--- config.mk ---
export PLATFORM = sky130hd
export DESIGN_NAME = excom_multi
export DESIGN_NICKNAME = d
export VERILOG_FILES = /design/src/rtl/excom_pkg.sv /design/src/rtl/excom_channel.sv /design/src/rtl/excom_multi.sv
export SDC_FILE = /design/constraint.sdc
export NUM_CORES = 1
export LEC_CHECK = 0
export ABC_AREA = 1
export CORE_MARGIN = 5
export CORE_UTILIZATION = 55
export DETAILED_ROUTE_END_ITERATION = 8
export PLACE_DENSITY = 0.81
export RECOVER_POWER = 25
export REMOVE_ABC_BUFFERS = 1
export SKIP_LAST_GASP = 1
export SLEW_MARGIN = 40
export SYNTH_ARGS = -nofsm -noshare
export SYNTH_HDL_FRONTEND = slang
export SYNTH_HIERARCHICAL = 1
export SYNTH_SLANG_ARGS = --single-unit
--- constraint.sdc ---
create_clock -name clk -period 8.55 [get_ports clk]
set_input_delay 0.855 -clock clk [delete_from_list [all_inputs] [get_ports clk]]
set_output_delay 0.855 -clock clk [all_outputs]
set_load 0.1 [all_outputs]
--- src/rtl/excom_pkg.sv ---
// excom_pkg: shared definitions for the multi-channel event rate meter.
// Register offsets are relative to the block's BASE_ADDRESS. The bit indices
// locate fields inside CTRL and STATUS.
package excom_pkg;

    localparam logic [7:0] REG_CTRL        = 8'h00;
    localparam logic [7:0] REG_STATUS      = 8'h01;
    localparam logic [7:0] REG_GATE_MULT   = 8'h02;
    localparam logic [7:0] REG_OVF         = 8'h03;
    localparam logic [7:0] REG_RESULT_BASE = 8'h04;

    localparam int CTRL_EN   = 0;
    localparam int CTRL_BOTH = 1;
    localparam int CTRL_CLR  = 2;

    localparam int STAT_NEW     = 0;
    localparam int STAT_OVF_ANY = 1;

    // Enabled, rising-edge counting.
    localparam logic [7:0] CTRL_DEFAULT = 8'h01;

endpackage

--- src/rtl/excom_channel.sv ---
// excom_channel: one event-counting lane.
//   clk_i, rst_i    clock, async active-high reset
//   excom_i         asynchronous event input
//   both_mode_i     1 = count both edges, 0 = rising only
//   window_end_i    last cycle of the gate window (latch results)
//   clear_i         zero counter, pending flag, result and overflow
//   enable_i        0 holds counter and pending flag at zero
//   result_o        count latched at the last window end
//   ovf_o           channel saturated during the last completed window
//   pending_o       saturation seen in the current window
module excom_channel
    import excom_pkg::*;
#(
    parameter int COUNT_WIDTH = 8
) (
    input  logic                   clk_i,
    input  logic                   rst_i,
    input  logic                   excom_i,
    input  logic                   both_mode_i,
    input  logic                   window_end_i,
    input  logic                   clear_i,
    input  logic                   enable_i,
    output logic [COUNT_WIDTH-1:0] result_o,
    output logic                   ovf_o,
    output logic                   pending_o
);

    localparam logic [COUNT_WIDTH-1:0] CNT_MAX = '1;

    logic                   sync1_q, sync2_q, dly_q;
    logic [COUNT_WIDTH-1:0] cnt_q;
    logic [COUNT_WIDTH-1:0] result_q;
    logic                   pend_q;
    logic                   ovf_q;
    logic                   edge_det;

    assign edge_det  = both_mode_i ? (sync2_q ^ dly_q) : (sync2_q & ~dly_q);
    assign result_o  = result_q;
    assign ovf_o     = ovf_q;
    assign pending_o = pend_q;

    always_ff @(posedge clk_i or posedge rst_i) begin
        if (rst_i) begin
            sync1_q <= 1'b0;
            sync2_q <= 1'b0;
            dly_q   <= 1'b0;
        end else begin
            sync1_q <= excom_i;
            sync2_q <= sync1_q;
            dly_q   <= sync2_q;
        end
    end

    always_ff @(posedge clk_i or posedge rst_i) begin
        if (rst_i) begin
            cnt_q    <= '0;
            pend_q   <= 1'b0;
            result_q <= '0;
            ovf_q    <= 1'b0;
        end else if (clear_i) begin
            cnt_q    <= '0;
            pend_q   <= 1'b0;
            result_q <= '0;
            ovf_q    <= 1'b0;
        end else if (!enable_i) begin
            cnt_q  <= '0;
            pend_q <= 1'b0;
        end else if (window_end_i) begin
            result_q <= cnt_q;
            ovf_q    <= pend_q;
            // An edge detected on the boundary cycle belongs to the new window.
            cnt_q    <= edge_det ? COUNT_WIDTH'(1) : '0;
            pend_q   <= 1'b0;
        end else if (edge_det) begin
            if (cnt_q == CNT_MAX) begin
                pend_q <= 1'b1;
            end else begin
                cnt_q <= cnt_q + COUNT_WIDTH'(1);
            end
        end
    end

endmodule

--- src/rtl/excom_multi.sv ---
// excom_multi: multi-channel external-event rate meter on the 8-bit bus.
//   clk, rst   system clock, async active-high reset
//   din        bus write data
//   address    bus address (block occupies BASE_ADDRESS .. +3+2*CHANNELS)
//   w_en       single-cycle write strobe
//   r_en       single-cycle read strobe
//   dout       registered read data, one cycle after r_en, else 0
//   excom      asynchronous event inputs, bit n = channel n
// Owns the gate timer, register decode, STATUS and the shared high-byte shadow.
module excom_multi
    import excom_pkg::*;
#(
    parameter logic [7:0] BASE_ADDRESS = 8'h00,
    parameter int         CHANNELS     = 4,
    parameter int         COUNT_WIDTH  = 8,
    parameter int         GATE_CYCLES  = 3200000
) (
    input  logic                clk,
    input  logic                rst,
    input  logic [7:0]          din,
    input  logic [7:0]          address,
    input  logic                w_en,
    input  logic                r_en,
    output logic [7:0]          dout,
    input  logic [CHANNELS-1:0] excom
);

    localparam int            PW       = $clog2(GATE_CYCLES);
    localparam logic [PW-1:0] PRE_LAST = PW'(GATE_CYCLES - 1);

    logic          en_q, both_q;
    logic [7:0]    gate_mult_q;
    logic [7:0]    mult_act_q;
    logic [PW-1:0] pre_q;
    logic [7:0]    tick_q;
    logic          new_q, ovf_any_q;
    logic [7:0]    shadow_q;
    logic [7:0]    dout_q;

    logic [7:0]    off;
    logic          wr_ctrl, clear, rd_status;
    logic          tick, last, window_end;
    logic [7:0]    mult_eff;
    logic [7:0]    rd_data_d;
    logic          shadow_load;
    logic [7:0]    shadow_d;

    logic [CHANNELS-1:0] ovf_vec;
    logic [CHANNELS-1:0] pend_vec;
    logic [15:0]         res16 [CHANNELS];

    assign off        = address - BASE_ADDRESS;
    assign wr_ctrl    = w_en && (off == REG_CTRL);
    assign clear      = wr_ctrl && din[CTRL_CLR];
    assign rd_status  = r_en && (off == REG_STATUS);
    assign mult_eff   = (gate_mult_q == 8'd0) ? 8'd1 : gate_mult_q;
    assign tick       = en_q && (pre_q == PRE_LAST);
    assign last       = (tick_q == mult_act_q - 8'd1);
    assign window_end = tick && last;
    assign dout       = dout_q;

    for (genvar g = 0; g < CHANNELS; g++) begin : g_ch
        logic [COUNT_WIDTH-1:0] res;
        excom_channel #(.COUNT_WIDTH(COUNT_WIDTH)) u_ch (
            .clk_i       (clk),
            .rst_i       (rst),
            .excom_i     (excom[g]),
            .both_mode_i (both_q),
            .window_end_i(window_end),
            .clear_i     (clear),
            .enable_i    (en_q),
            .result_o    (res),
            .ovf_o       (ovf_vec[g]),
            .pending_o   (pend_vec[g])
        );
        assign res16[g] = 16'(res);
    end

    // Gate timer. The multiplier in use is only reloaded while idle, on clear
    // or at a window boundary, so GATE_MULT writes never stretch a live window.
    always_ff @(posedge clk or posedge rst) begin
        if (rst) begin
            pre_q      <= '0;
            tick_q     <= '0;
            mult_act_q <= 8'd1;
        end else if (clear || !en_q) begin
            pre_q      <= '0;
            tick_q     <= '0;
            mult_act_q <= mult_eff;
        end else begin
            pre_q <= tick ? '0 : pre_q + PW'(1);
            if (window_end) begin
                tick_q     <= '0;
                mult_act_q <= mult_eff;
            end else if (tick) begin
                tick_q <= tick_q + 8'd1;
            end
        end
    end

    always_comb begin
        rd_data_d   = '0;
        shadow_load = 1'b0;
        shadow_d    = '0;
        if (r_en) begin
            if (off == REG_CTRL) begin
                rd_data_d = {6'b0, both_q, en_q};
            end else if (off == REG_STATUS) begin
                rd_data_d = {6'b0, ovf_any_q, new_q};
            end else if (off == REG_GATE_MULT) begin
                rd_data_d = gate_mult_q;
            end else if (off == REG_OVF) begin
                rd_data_d = 8'(ovf_vec);
            end
            for (int i = 0; i < CHANNELS; i++) begin
                if (off == REG_RESULT_BASE + 8'(2 * i)) begin
                    rd_data_d   = res16[i][7:0];
                    shadow_load = 1'b1;
                    shadow_d    = res16[i][15:8];
                end
                if (off == REG_RESULT_BASE + 8'(2 * i + 1)) begin
                    rd_data_d = shadow_q;
                end
            end
        end
    end

    always_ff @(posedge clk or posedge rst) begin
        if (rst) begin
            en_q        <= CTRL_DEFAULT[CTRL_EN];
            both_q      <= CTRL_DEFAULT[CTRL_BOTH];
            gate_mult_q <= 8'd1;
            new_q       <= 1'b0;
            ovf_any_q   <= 1'b0;
            shadow_q    <= '0;
            dout_q      <= '0;
        end else begin
            dout_q <= rd_data_d;
            if (wr_ctrl) begin
                en_q   <= din[CTRL_EN];
                both_q <= din[CTRL_BOTH];
            end
            if (w_en && (off == REG_GATE_MULT)) begin
                gate_mult_q <= din;
            end
            if (clear) begin
                new_q     <= 1'b0;
                ovf_any_q <= 1'b0;
                shadow_q  <= '0;
            end else begin
                // A window end beats a coincident STATUS read-clear.
                if (window_end) begin
                    new_q     <= 1'b1;
                    ovf_any_q <= ovf_any_q | (|pend_vec);
                end else if (rd_status) begin
                    new_q     <= 1'b0;
                    ovf_any_q <= 1'b0;
                end
                if (shadow_load) begin
                    shadow_q <= shadow_d;
                end
            end
        end
    end

endmodule

==> summary.txt <==
Outcome
  • Status: finished clean

Die
  • Starting Density: 55.72%
  • Rows: 44
  • Die area: 17,190 sq um
  • Io pins: 32
  • Die height: 131.1 microns
  • Die W: 131.1 microns
  • Core Box Area: 14,480 sq um

Power
  • Clock share of power: 47.9%
  • Flop pwr share: 42.9%
  • Switching Share: 25.48%
  • Worst IR Drop VDD: 0.0001440 V
  • PwrDens: 177.6 nW/um^2
  • NetSw: 413.3 uW
  • Total power: 1.622 mW
  • Internal: 1.209 mW
  • Leakage power: 4.219 nW
  • Comb pwr share: 9.2%

STA
  • Finish-stage setup viols: 0
  • Unrepaired setup endpoints after global routing: no
  • Peak Freq: 316.0 MHz
  • Final hold viol count: 0
  • TNS Setup: 0 ns
  • Skew final: 0.008911 ns
  • Hold Slack: 0.3525 ns
  • Final setup margin: 5.386 ns
  • Final Max Slew Viols: 0
  • Tmin final: 3.164 ns
  • Worst-Margin Slew: 0.7883 ns
  • Max-slew headroom: 47.39%
  • Final period utilization: 37.01%

Synth
  • Synth top area cells: dfrtp_1 43%, nand2_1 11%, inv_1 8.1%
  • Synthesized area per cell: 7.949 sq um
  • Share of the synthesized area in the top cell type: 43.11%
  • Warnings from Yosys: 6
  • Synthesized area: 8068 sq um
  • Register area share after synthesis: 44.09%
  • Post-Synthesis Cells: 1,015
  • Area leader, netlist: dfrtp_1
  • FF+latch count, synth: 142
  • Synth cell types: 43

CTS
  • Clk buf depth: 2
  • Root Driver: clkbuf_16
  • Setup bufs post-CTS: 0
  • Cts hold-fix bufs: 0
  • Level count of the clock H-tree: 4
  • CTS clk-pin slew, worst paths: 0.06 ns
  • Post-CTS resize count: 0
  • CTS sink count: 142
  • Clk_lat worst skew: 0.43 ns
  • CTS buffer count: 17
  • CTS tree: done

Job
  • Max-Cap Viols: 0

Min path
  • Hold WC Path Type: flip-flop to flip-flop

Placement
  • Detailed Place HPWL: 13,040 microns
  • Port Buffers: 31
  • Place WS: 5.291 ns
  • GPL Wtd Cong: 0.9644

Setup path
  • Crit path max fanout: 12
  • Type of the worst setup path: flip-flop to flip-flop
  • CP Launch Type: flip-flop
  • Worst setup EP type: flip-flop
  • Crit path DAT: 3.50 ns
  • Worst Path Required: 8.89 ns

Global routing
  • Global route overflow: 0
  • Total track usage: 21.77%
  • Number of global-route vias before repair: 6,448
  • Largest net degree at the start of global routing: 59
  • First-pass GRT wire length: 30,910 microns
  • Antenna violations before repair: 0

Routing
  • Vias per Instance: 5.451
  • DR pass1 iterations: 6
  • Antenna-violating nets left: 0
  • DRT Wirelength: 18,130 microns
  • Vias: 6,846
  • # DRC: 0
  • 1st-iter DRT viols: 548
  • WL per Instance: 14.44 microns

Layout
  • Fin nets: 1,094
  • Layout cells sized above 1: 11.47%
  • Ant. Diodes: 0
  • P&R area growth vs syn: 13.24%
  • Fill cells: 1,216
  • Fin util: 63.10%
==> synthesized netlist by cell type, drive strengths merged <==
cell / n
a21o: 1
a21oi: 29
a31oi: 1
and3: 1
buf: 8
dfrtp: 139
dfstp: 3
ha: 11
inv: 179
mux2: 6
nand2: 255
nand3: 116
nand3b: 5
nand4: 36
nor2: 104
nor3: 17
nor4: 5
o21a: 6
o21ai: 44
o22ai: 32
o31ai: 1
or2: 3
xnor2: 6
xor2: 7
==> placed cells by master, fill, tap and decap left out, drive strengths merged, types with 6 or more instances in the layout <==
master and count:
ha 11, xnor2 6, dfrtp 139, clkbuf 19, inv 185, nand3 116, nor3 17, nand4 36
buf 10, nand2 255, mux2 6, o21ai 44, a21oi 29, o21a 6, xor2 7, clkdlybuf4s50 18
nor2 104, o22ai 32
==> sequential cells by signal, indices dropped and copies added, names as in the netlist, 4 cells and up <==
signal	flops
gate_mult_q	8
g_ch.u_ch/pending_o	4
g_ch.u_ch/dly_q	4
mult_act_q	8
g_ch.u_ch/sync1_q	4
g_ch.u_ch/cnt_q	32
g_ch.u_ch/ovf_o	4
pre_q	22
g_ch.u_ch/sync2_q	4
g_ch.u_ch/result_o	32
dout	8
tick_q	8
==> stage by stage <==
stage,area (sq um),instances
after global placement,8552,1224
after detailed placement,8512,1224
after CTS,9133,1256
after floorplan,7990,1007
after global routing,9136,1256
final,9136,1256
==> power groups by stage <==
stage	clock network [mW]	logic (mW)	registers, mW
after floorplan	0	0.112	0.703
after global placement	0	0.147	0.707
after detailed placement	0	0.149	0.707
after CTS	0.792	0.150	0.695
after global routing	0.823	0.169	0.696
final	0.777	0.149	0.695
==> critical path, cell delays in order, from the launching register on <==
cell	delay, ns
dfstp_2	0.57
inv_1	0.11
ha_1	0.34
xnor2_1	0.13
nor2_1	0.18
nand3_1	0.10
a21oi_1	0.13
nand3b_1	0.10
nor4_2	0.14
buf_4	0.36
inv_1	0.18
o21ai_2	0.40
nand3_1	0.18
o21ai_0	0.13
==> final timing paths <==
kind | to | start | slack [ns] | cells past startpoint
max | g_ch[2].u_ch/result_o[1]$_DFFE_PP0P_ | mult_act_q[0]$_DFFE_PP1P_ | 5.39 | 13
min | g_ch[3].u_ch/sync2_q$_DFF_PP0_ | g_ch[3].u_ch/sync1_q$_DFF_PP0_ | 0.35 | 0
max reg2reg | g_ch[2].u_ch/result_o[1]$_DFFE_PP0P_ | mult_act_q[0]$_DFFE_PP1P_ | 5.39 | 13
min reg2reg | g_ch[3].u_ch/sync2_q$_DFF_PP0_ | g_ch[3].u_ch/sync1_q$_DFF_PP0_ | 0.35 | 0
max in group asynchronous | g_ch[1].u_ch/cnt_q[0]$_DFFE_PP0P_ | rst | 6.85 | 2
min in group asynchronous | g_ch[3].u_ch/ovf_o$_DFFE_PP0P_ | rst | 1.06 | 2
==> layout make-up <==
type | count | area [sq um] | area share [%]
well taps | 184 | 230.2 | 2.520
repair buffers | 33 | 289.0 | 3.164
multi-input cells | 686 | 3767 | 41.24
flip-flops and latches | 142 | 3557 | 38.93
clock inverters | 13 | 177.7 | 1.945
inverters | 179 | 671.9 | 7.354
clock buffers | 19 | 442.9 | 4.848
==> cell families after synthesis <==
logic type	count (synthesis)	synth area share [%]
adder cells (fa/ha/maj)	11	1.706
XOR/XNOR	13	1.411
flip-flops	142	44.09
multiplexers	6	0.8374
AO/OA/AOI/OAI	114	8.762
AND/OR/NAND/NOR	542	33.90
buffers and inverters	187	9.290
==> layer usage <==
| metal | share of wire, % | vias to the layer above | global-route usage [%] |
|---|---|---|---|
| li1 | - | 3390 | - |
| met1 | 44 | 3220 | 28.60 |
| met2 | 48 | 197 | 35.19 |
| met4 | 2.6 | 0 | 8.141 |
| met5 | 0 | - | 0 |
| met3 | 5.4 | 39 | 5.161 |
Power figures use the tool's default switching activity.
